[config.mk]
export PLATFORM = sky130hd
export DESIGN_NAME = adc_ts_packer
export DESIGN_NICKNAME = d
export VERILOG_FILES = /design/src/rtl/adc_ts_packer.sv
export SDC_FILE = /design/constraint.sdc
export NUM_CORES = 1
export LEC_CHECK = 0
export ABC_AREA = 1
export CORE_MARGIN = 1.5
export CORE_UTILIZATION = 47
export DETAILED_ROUTE_END_ITERATION = 10
export PLACE_DENSITY_LB_ADDON = 0.05
export SKIP_CTS_REPAIR_TIMING = 1
export SLEW_MARGIN = 10
export SYNTH_ARGS = -nofsm -noshare
export SYNTH_HDL_FRONTEND = slang
export SYNTH_SLANG_ARGS = --single-unit
[constraint.sdc]
create_clock -name i_clk -period 1.83 [get_ports i_clk]
set_input_delay 0.183 -clock i_clk [delete_from_list [all_inputs] [get_ports i_clk]]
set_output_delay 0.183 -clock i_clk [all_outputs]
set_load 0.005 [all_outputs]
[src/rtl/adc_ts_packer.sv]
// Merges an ADC byte stream and a timestamp byte stream into one framed byte stream (header + payload).
// Latency: one cycle from an accepted input byte to o_m_axis_tdata; the header is loaded without consuming input.
// Backpressure: a single output register; an input is accepted only when that register is empty or draining.
module adc_ts_packer #(
    parameter int          PKT_LEN_WIDTH = 8,
    parameter logic [3:0]  ADC_HDR_TYPE  = 4'hA,
    parameter logic [3:0]  TS_HDR_TYPE   = 4'h5
) (
    input  logic                     i_clk,
    input  logic                     i_rst,
    input  logic [PKT_LEN_WIDTH-1:0] i_adc_pkt_len,
    input  logic [7:0]               i_s_axis_adc_tdata,
    input  logic                     i_s_axis_adc_tkeep,
    input  logic                     i_s_axis_adc_tvalid,
    input  logic                     i_s_axis_adc_tlast,
    output logic                     o_s_axis_adc_tready,
    input  logic [7:0]               i_s_axis_ts_tdata,
    input  logic                     i_s_axis_ts_tkeep,
    input  logic                     i_s_axis_ts_tvalid,
    input  logic                     i_s_axis_ts_tlast,
    output logic                     o_s_axis_ts_tready,
    output logic [7:0]               o_m_axis_tdata,
    output logic                     o_m_axis_tvalid,
    output logic                     o_m_axis_tlast,
    input  logic                     i_m_axis_tready,
    output logic                     o_busy
);

    typedef enum logic [1:0] {
        IDLE    = 2'd0,
        ADC_PAY = 2'd1,
        TS_PAY  = 2'd2
    } state_t;

    state_t                   state_q, state_d;
    logic [7:0]               out_dat_q, out_dat_d;
    logic                     out_vld_q, out_vld_d;
    logic                     out_last_q, out_last_d;
    logic [3:0]               seq_adc_q, seq_adc_d;
    logic [3:0]               seq_ts_q, seq_ts_d;
    logic [PKT_LEN_WIDTH-1:0] len_q, len_d;
    logic [PKT_LEN_WIDTH-1:0] cnt_q, cnt_d;
    logic                     drain_ok;

    // ADC tlast is ignored (length comes from i_adc_pkt_len); TS tkeep is ignored (every TS byte is forwarded).
    logic unused_inputs;
    assign unused_inputs = i_s_axis_adc_tlast ^ i_s_axis_ts_tkeep;

    // The output register can take a new byte when it is empty or its current byte leaves this cycle.
    assign drain_ok = !out_vld_q || i_m_axis_tready;

    // State and datapath registers, synchronous reset.
    always_ff @(posedge i_clk) begin
        if (i_rst) begin
            state_q    <= IDLE;
            out_dat_q  <= '0;
            out_vld_q  <= 1'b0;
            out_last_q <= 1'b0;
            seq_adc_q  <= '0;
            seq_ts_q   <= '0;
            len_q      <= '0;
            cnt_q      <= '0;
        end else begin
            state_q    <= state_d;
            out_dat_q  <= out_dat_d;
            out_vld_q  <= out_vld_d;
            out_last_q <= out_last_d;
            seq_adc_q  <= seq_adc_d;
            seq_ts_q   <= seq_ts_d;
            len_q      <= len_d;
            cnt_q      <= cnt_d;
        end
    end

    // Next-state logic: packet-boundary arbitration (TS first), header load and payload forwarding.
    always_comb begin
        state_d    = state_q;
        out_dat_d  = out_dat_q;
        out_vld_d  = out_vld_q && !i_m_axis_tready;
        out_last_d = out_last_q;
        seq_adc_d  = seq_adc_q;
        seq_ts_d   = seq_ts_q;
        len_d      = len_q;
        cnt_d      = cnt_q;
        case (state_q)
            IDLE: begin
                if (drain_ok) begin
                    if (i_s_axis_ts_tvalid) begin
                        out_vld_d  = 1'b1;
                        out_dat_d  = {TS_HDR_TYPE, seq_ts_q};
                        out_last_d = 1'b0;
                        seq_ts_d   = seq_ts_q + 4'd1;
                        state_d    = TS_PAY;
                    end else if (i_s_axis_adc_tvalid) begin
                        out_vld_d  = 1'b1;
                        out_dat_d  = {ADC_HDR_TYPE, seq_adc_q};
                        out_last_d = 1'b0;
                        seq_adc_d  = seq_adc_q + 4'd1;
                        len_d      = i_adc_pkt_len;
                        cnt_d      = '0;
                        state_d    = ADC_PAY;
                    end
                end
            end
            ADC_PAY: begin
                // A tkeep=0 byte is still accepted (tready high) but dropped and not counted.
                if (i_s_axis_adc_tvalid && drain_ok && i_s_axis_adc_tkeep) begin
                    out_vld_d  = 1'b1;
                    out_dat_d  = i_s_axis_adc_tdata;
                    out_last_d = (cnt_q == len_q);
                    cnt_d      = cnt_q + 1'b1;
                    if (cnt_q == len_q) begin
                        state_d = IDLE;
                    end
                end
            end
            TS_PAY: begin
                if (i_s_axis_ts_tvalid && drain_ok) begin
                    out_vld_d  = 1'b1;
                    out_dat_d  = i_s_axis_ts_tdata;
                    out_last_d = i_s_axis_ts_tlast;
                    if (i_s_axis_ts_tlast) begin
                        state_d = IDLE;
                    end
                end
            end
            default: state_d = IDLE;
        endcase
    end

    // Outputs: input readies only in the matching payload state, busy outside IDLE.
    always_comb begin
        o_s_axis_adc_tready = (state_q == ADC_PAY) && drain_ok;
        o_s_axis_ts_tready  = (state_q == TS_PAY) && drain_ok;
        o_busy              = (state_q != IDLE);
        o_m_axis_tdata      = out_dat_q;
        o_m_axis_tvalid     = out_vld_q;
        o_m_axis_tlast      = out_last_q;
    end

endmodule

-- Word level (Yosys, flattened, before mapping)
Cells that the tools add are included.
W data, S select, Z words.
- register bits after elaboration: 36
- latch bits: 0
- RAM bits: 0
- bits in read-only memories: 0
- output and inout bits: 13
- memories: 0
- $add $sub $neg: 3
- multipliers: 0
- div/mod/pow operators: 0
- order comparisons: 0
- equality and inequality tests: 11
- shifts and indexed selects: 0
- mux-type cells: 31
- bitwise operators: 1
- reduce and logical (&&, ||, !) cells: 18
- operator list (kind ; number):
    $mux W8 ; 9
    $pmux W8 S3 ; 1
    $pmux W8 S2 ; 1
    $mux W2 ; 7
    $ne A2 B2 Y1 const B ; 7
    $mux W1 ; 10
    $reduce_and A5 Y1 ; 2
    $add A4 B1 Y4 const B ; 2
    $add A8 B1 Y8 const B ; 1
    $eq A8 B8 Y1 ; 1
    $logic_and A1 B1 Y1 ; 6
    $pmux W1 S3 ; 2
    $pmux W2 S3 ; 1
    $reduce_and A6 Y1 ; 1
    $reduce_and A4 Y1 ; 1
    $reduce_bool A2 Y1 ; 2
    $ne A3 B3 Y1 const B ; 1
    $reduce_and A3 Y1 ; 1
    $reduce_bool A3 Y1 ; 1
    $eq A2 B1 Y1 const B ; 1
    $eq A2 B2 Y1 const B ; 1
    $logic_not A1 Y1 ; 2
    $logic_not A2 Y1 ; 1
    $logic_or A1 B1 Y1 ; 1
    $not A1 Y1 ; 1

-- Longest topological paths before layout
- depth after elaboration: 6
- mapped depth: 12

-- Worst setup path before layout
OpenSTA, ideal clock, no wires.
- path type: flip-flop to flip-flop
- start: register state_q[0]
- end: register state_q[0]
- data arrival time: 1.384 ns
- required time: 1.715 ns
- setup slack: 0.331 ns
- stages on the path, launching flop included: 13
- path buffers: 0
- clock period less this slack: 1.499 ns
- path through: dfxtp_1 -> inv_1 -> ha_1 -> inv_2 -> nor2_2 -> inv_1 -> nor2_1 -> nor2_1 -> nand2_1 -> nor2_2 -> nand3_1 -> nand2_1 -> nor2_1
- longest elaborated chain between the ends: 3
- elaborated cells between the ends (all ways): 11
- those cells by class: 8 x eq/ne; 1 x mux; 2 x reduce/logical
- ends and longest elaborated chain (element ; line ; RTL):
    from (decl) ; 35 ; state_t state_q, state_d;
    from (signal assigned) ; 64 ; state_q <= state_d;
    $eq A2 B2 Y1, or another cell as far along ; 85 ; case (state_q)
    $ne A2 B2 Y1 (no line) or $ne A3 B3 Y1 (tied branches) ; -- ;
    $reduce_and A6 Y1 (no line) ; -- ;
Parallel ways exist; a longest one is shown, timed or not.
A chain may end at the register's enable or synchronous reset.

-- Final worst setup path
- start: register state_q[0]
- end: output o_s_axis_ts_tready
- longest elaborated chain between the ends: 2
- ends and longest elaborated chain (element ; line ; RTL):
    $eq A2 B2 Y1 ; 134 ; o_s_axis_ts_tready = (state_q == TS_PAY) && drain_ok;
    $logic_and A1 B1 Y1 ; 134 ;
    to (decl) ; 21 ; output logic o_s_axis_ts_tready,
No other way between the ends.

==> results by group <==
Outcome
  – Status: complete, no violations

Setup path
  – CP arrival: 1590 ps
  – Crit path launch type: flip-flop
  – Worst path cell trace: inv_2 > ha_4 > inv_1 > nor2_1 > clkdlybuf4s50_1
  – Worst-path fanout max: 4
  – Worst Setup End Kind: output port
  – Worst path required time: 1650 ps
  – Max stage delay on crit path: 500 ps
  – CP max stage cell: clkdlybuf4s50_1
  – Crit path kind: reg2out
  – R2r setup slk: 200 ps

Global routing
  – Number of global-route vias before repair: 1746
  – Overall routing resource usage: 21.8%
  – Initial antenna violation count: 0
  – Largest net degree at the start of global routing: 18
  – Grt total ovfl: 0
  – First-pass GRT wire length: 7600 µm

Floorplanning
  – Starting Density: 49.3%
  – Area of the core: 4030 µm²
  – Die area: 4630 µm²
  – Die W: 68.0 µm
  – Die Y: 68.0 µm
  – Row count: 23
  – Io pins: 46

Timing
  – Tcrit/Tclk final: 96.8%
  – Min Clock Period, post-route: 1770 ps
  – Clk_skew: 7.35 ps
  – Hold violation count in the final report: 0
  – Peak Freq: 564 MHz
  – Setup violators final: 0
  – Fin worst setup slack: 58.4 ps
  – Headroom to the max-slew limit: 81.9%
  – Pins Over Slew Limit: 0
  – Worst-margin pin slew: 271 ps
  – Hold WS: 455 ps
  – Setup TNS: 0 ps
  – RSZ-0062 raised after global routing: no

Clocking
  – Maximum level of the CTS H-tree: 2
  – Root buffer cell: clkbuf_8
  – Clock slew at reported path FFs: 70 ps
  – Clk_lat worst skew: 290 ps
  – Clk sink count: 36
  – CTS max path bufs: 2
  – Clock buffer count from CTS: 5
  – CTS tree: done

Logic synthesis
  – Compound-Gate Fraction of Synth Area: 22.4%
  – Sequential fraction of the synthesis area: 36.2%
  – Synth cell types: 30
  – Avg Cell Area, Syn: 7.05 µm²
  – Syn Inst Count: 282
  – Ys flop type: dfxtp_1
  – Post-synth EDFFs: 0
  – Mux cell area share after synthesis: 0%
  – Async set-or-reset flop fraction in the synthesized netlist: 0%
  – Synth Area in XOR/XNOR: 2.64%
  – Simple-Gate Fraction of Synth Area: 25.8%
  – Adder-cell share of the synthesized area: 4.41%
  – Main combinational cell family by area after synthesis: simple AND/OR/NAND/NOR gates
  – Synthesized area: 1990 µm²
  – Warning count from the yosys run: 0
  – Post-Syn Nets: 322
  – Synth Register Bits: 36

Pwr
  – Total power draw: 3.80 mW
  – P_leak: 1.07 nW
  – Worst VDD drop: 1.04 mV
  – Combinational fraction of design power: 55.1%
  – Seq pwr share: 29.4%
  – Total net switching power: 1.58 mW
  – Share of total power in the clock network: 15.5%
  – Power density cells: 1430 nW/µm²
  – Sw Share: 41.4%
  – Power Internal: 2.23 mW

Detailed routing
  – Post-route DRC: 0
  – DRT Pass-1 Iters: 4
  – Initial DRC Count: 102
  – Final WL: 4640 µm
  – Final ANT Viol Nets: 0
  – Wire per inst: 12.1 µm
  – Via density: 5.08
  – DR vias: 1954

Cells and area
  – Post-layout util: 66.2%
  – Most frequent cells in the layout: nand2_1, clkdlybuf4s50_1, a21oi_1
  – Antenna cells: 0
  – Share of layout cells above drive strength 1: 13.4%
  – Syn-to-layout area delta: 34.1%
  – Most common cell after layout, fill and taps aside: nand2_1
  – NumNets Final: 374
  – Fin area: 2670 µm²
  – Post-route insts no fill: 385
  – Fillers: 382

Placed design
  – Buffers added on ports: 43
  – Placed cell areas: 2520 µm²
  – Placement Setup Slack: 46.9 ps
  – Placed cells: 377
  – GP Congestion: 0.891
  – Detail Placement HPWL: 3570 µm

Hold path
  – Min-delay worst type: reg2reg

Flow run
  – Max-cap violations: 0
==> logic make-up after synthesis <==
logic type | Yosys count
xor gates and xnor gates | 6
buffers and inverters | 42
AOI/OAI and AO/OA | 78
adders and majority gates | 7
and+or+nand+nor | 113
DFF | 36
==> flip-flops by register name, summed over array words and instances (netlist names) <==
signal / flops
o_m_axis_tdata: 8
len_q: 8
state_q: 2
seq_ts_q: 4
cnt_q: 8
o_m_axis_tvalid: 1
o_m_axis_tlast: 1
seq_adc_q: 4
==> synthesized netlist by cell type (3+ instances only) <==
library cell  instances  share of area, %
nand2_1              58                11
a21oi_1              36               9.1
dfxtp_1              36                36
inv_1                30               5.7
nor2_1               26               4.9
o21ai_0              25               6.3
nand3_1              10               2.5
ha_1                  7               4.4
inv_2                 5              0.94
a22o_1                4               1.8
nand4_1               4               1.3
o21ai_2               4               1.8
buf_2                 3              0.75
nand3_2               3               1.5
nor2_4                3               1.7
nor3_1                3              0.75
o21ai_1               3              0.75
xnor2_1               3               1.3
xor2_1                3               1.3
==> critical path, delay by kind of cell (launching register included) <==
kind | cells | cell delay, ps
adders and majority gates | 1 | 170
DFF | 1 | 350
and+or+nand+nor | 1 | 110
buffers and inverters | 3 | 680
==> power by group through the flow <==
stage	logic (mW)	clock network [mW]	registers, mW
after CTS	1.99	0.607	1.10
after global placement	1.95	0	1.11
after floorplan	1.26	0	1.10
after detailed placement	1.99	0	1.11
final	2.09	0.591	1.12
after global routing	2.34	0.642	1.15
==> per-layer routing <==
metal	track usage, %	vias up	part of all wire, %
li1	-	1033	-
met1	27.1	881	46
met2	38.3	35	49
met3	4.93	5	3.7
met4	4.50	0	0.86
met5	0	-	0
==> final timing paths <==
kind / startpoint / end / cells after the start
min: seq_ts_q[3] / seq_ts_q[3] / 1
max reg2reg: state_q[0] / state_q[1] / 12
min reg2reg: seq_ts_q[3] / seq_ts_q[3] / 1
max: state_q[0] / o_s_axis_ts_tready / 5
==> cell type report <==
class,instances,area (µm²),share of cell area (%)
tap,50,62.6,2.35
sequential,36,723,27.1
clock buffer,7,86.3,3.24
clock inverter,1,7.51,0.282
timing repair buffer,51,503,18.9
inverter,36,135,5.07
multi-input combinational,204,1150,43.1
Note: power is estimated with default switching activity, not from simulation.
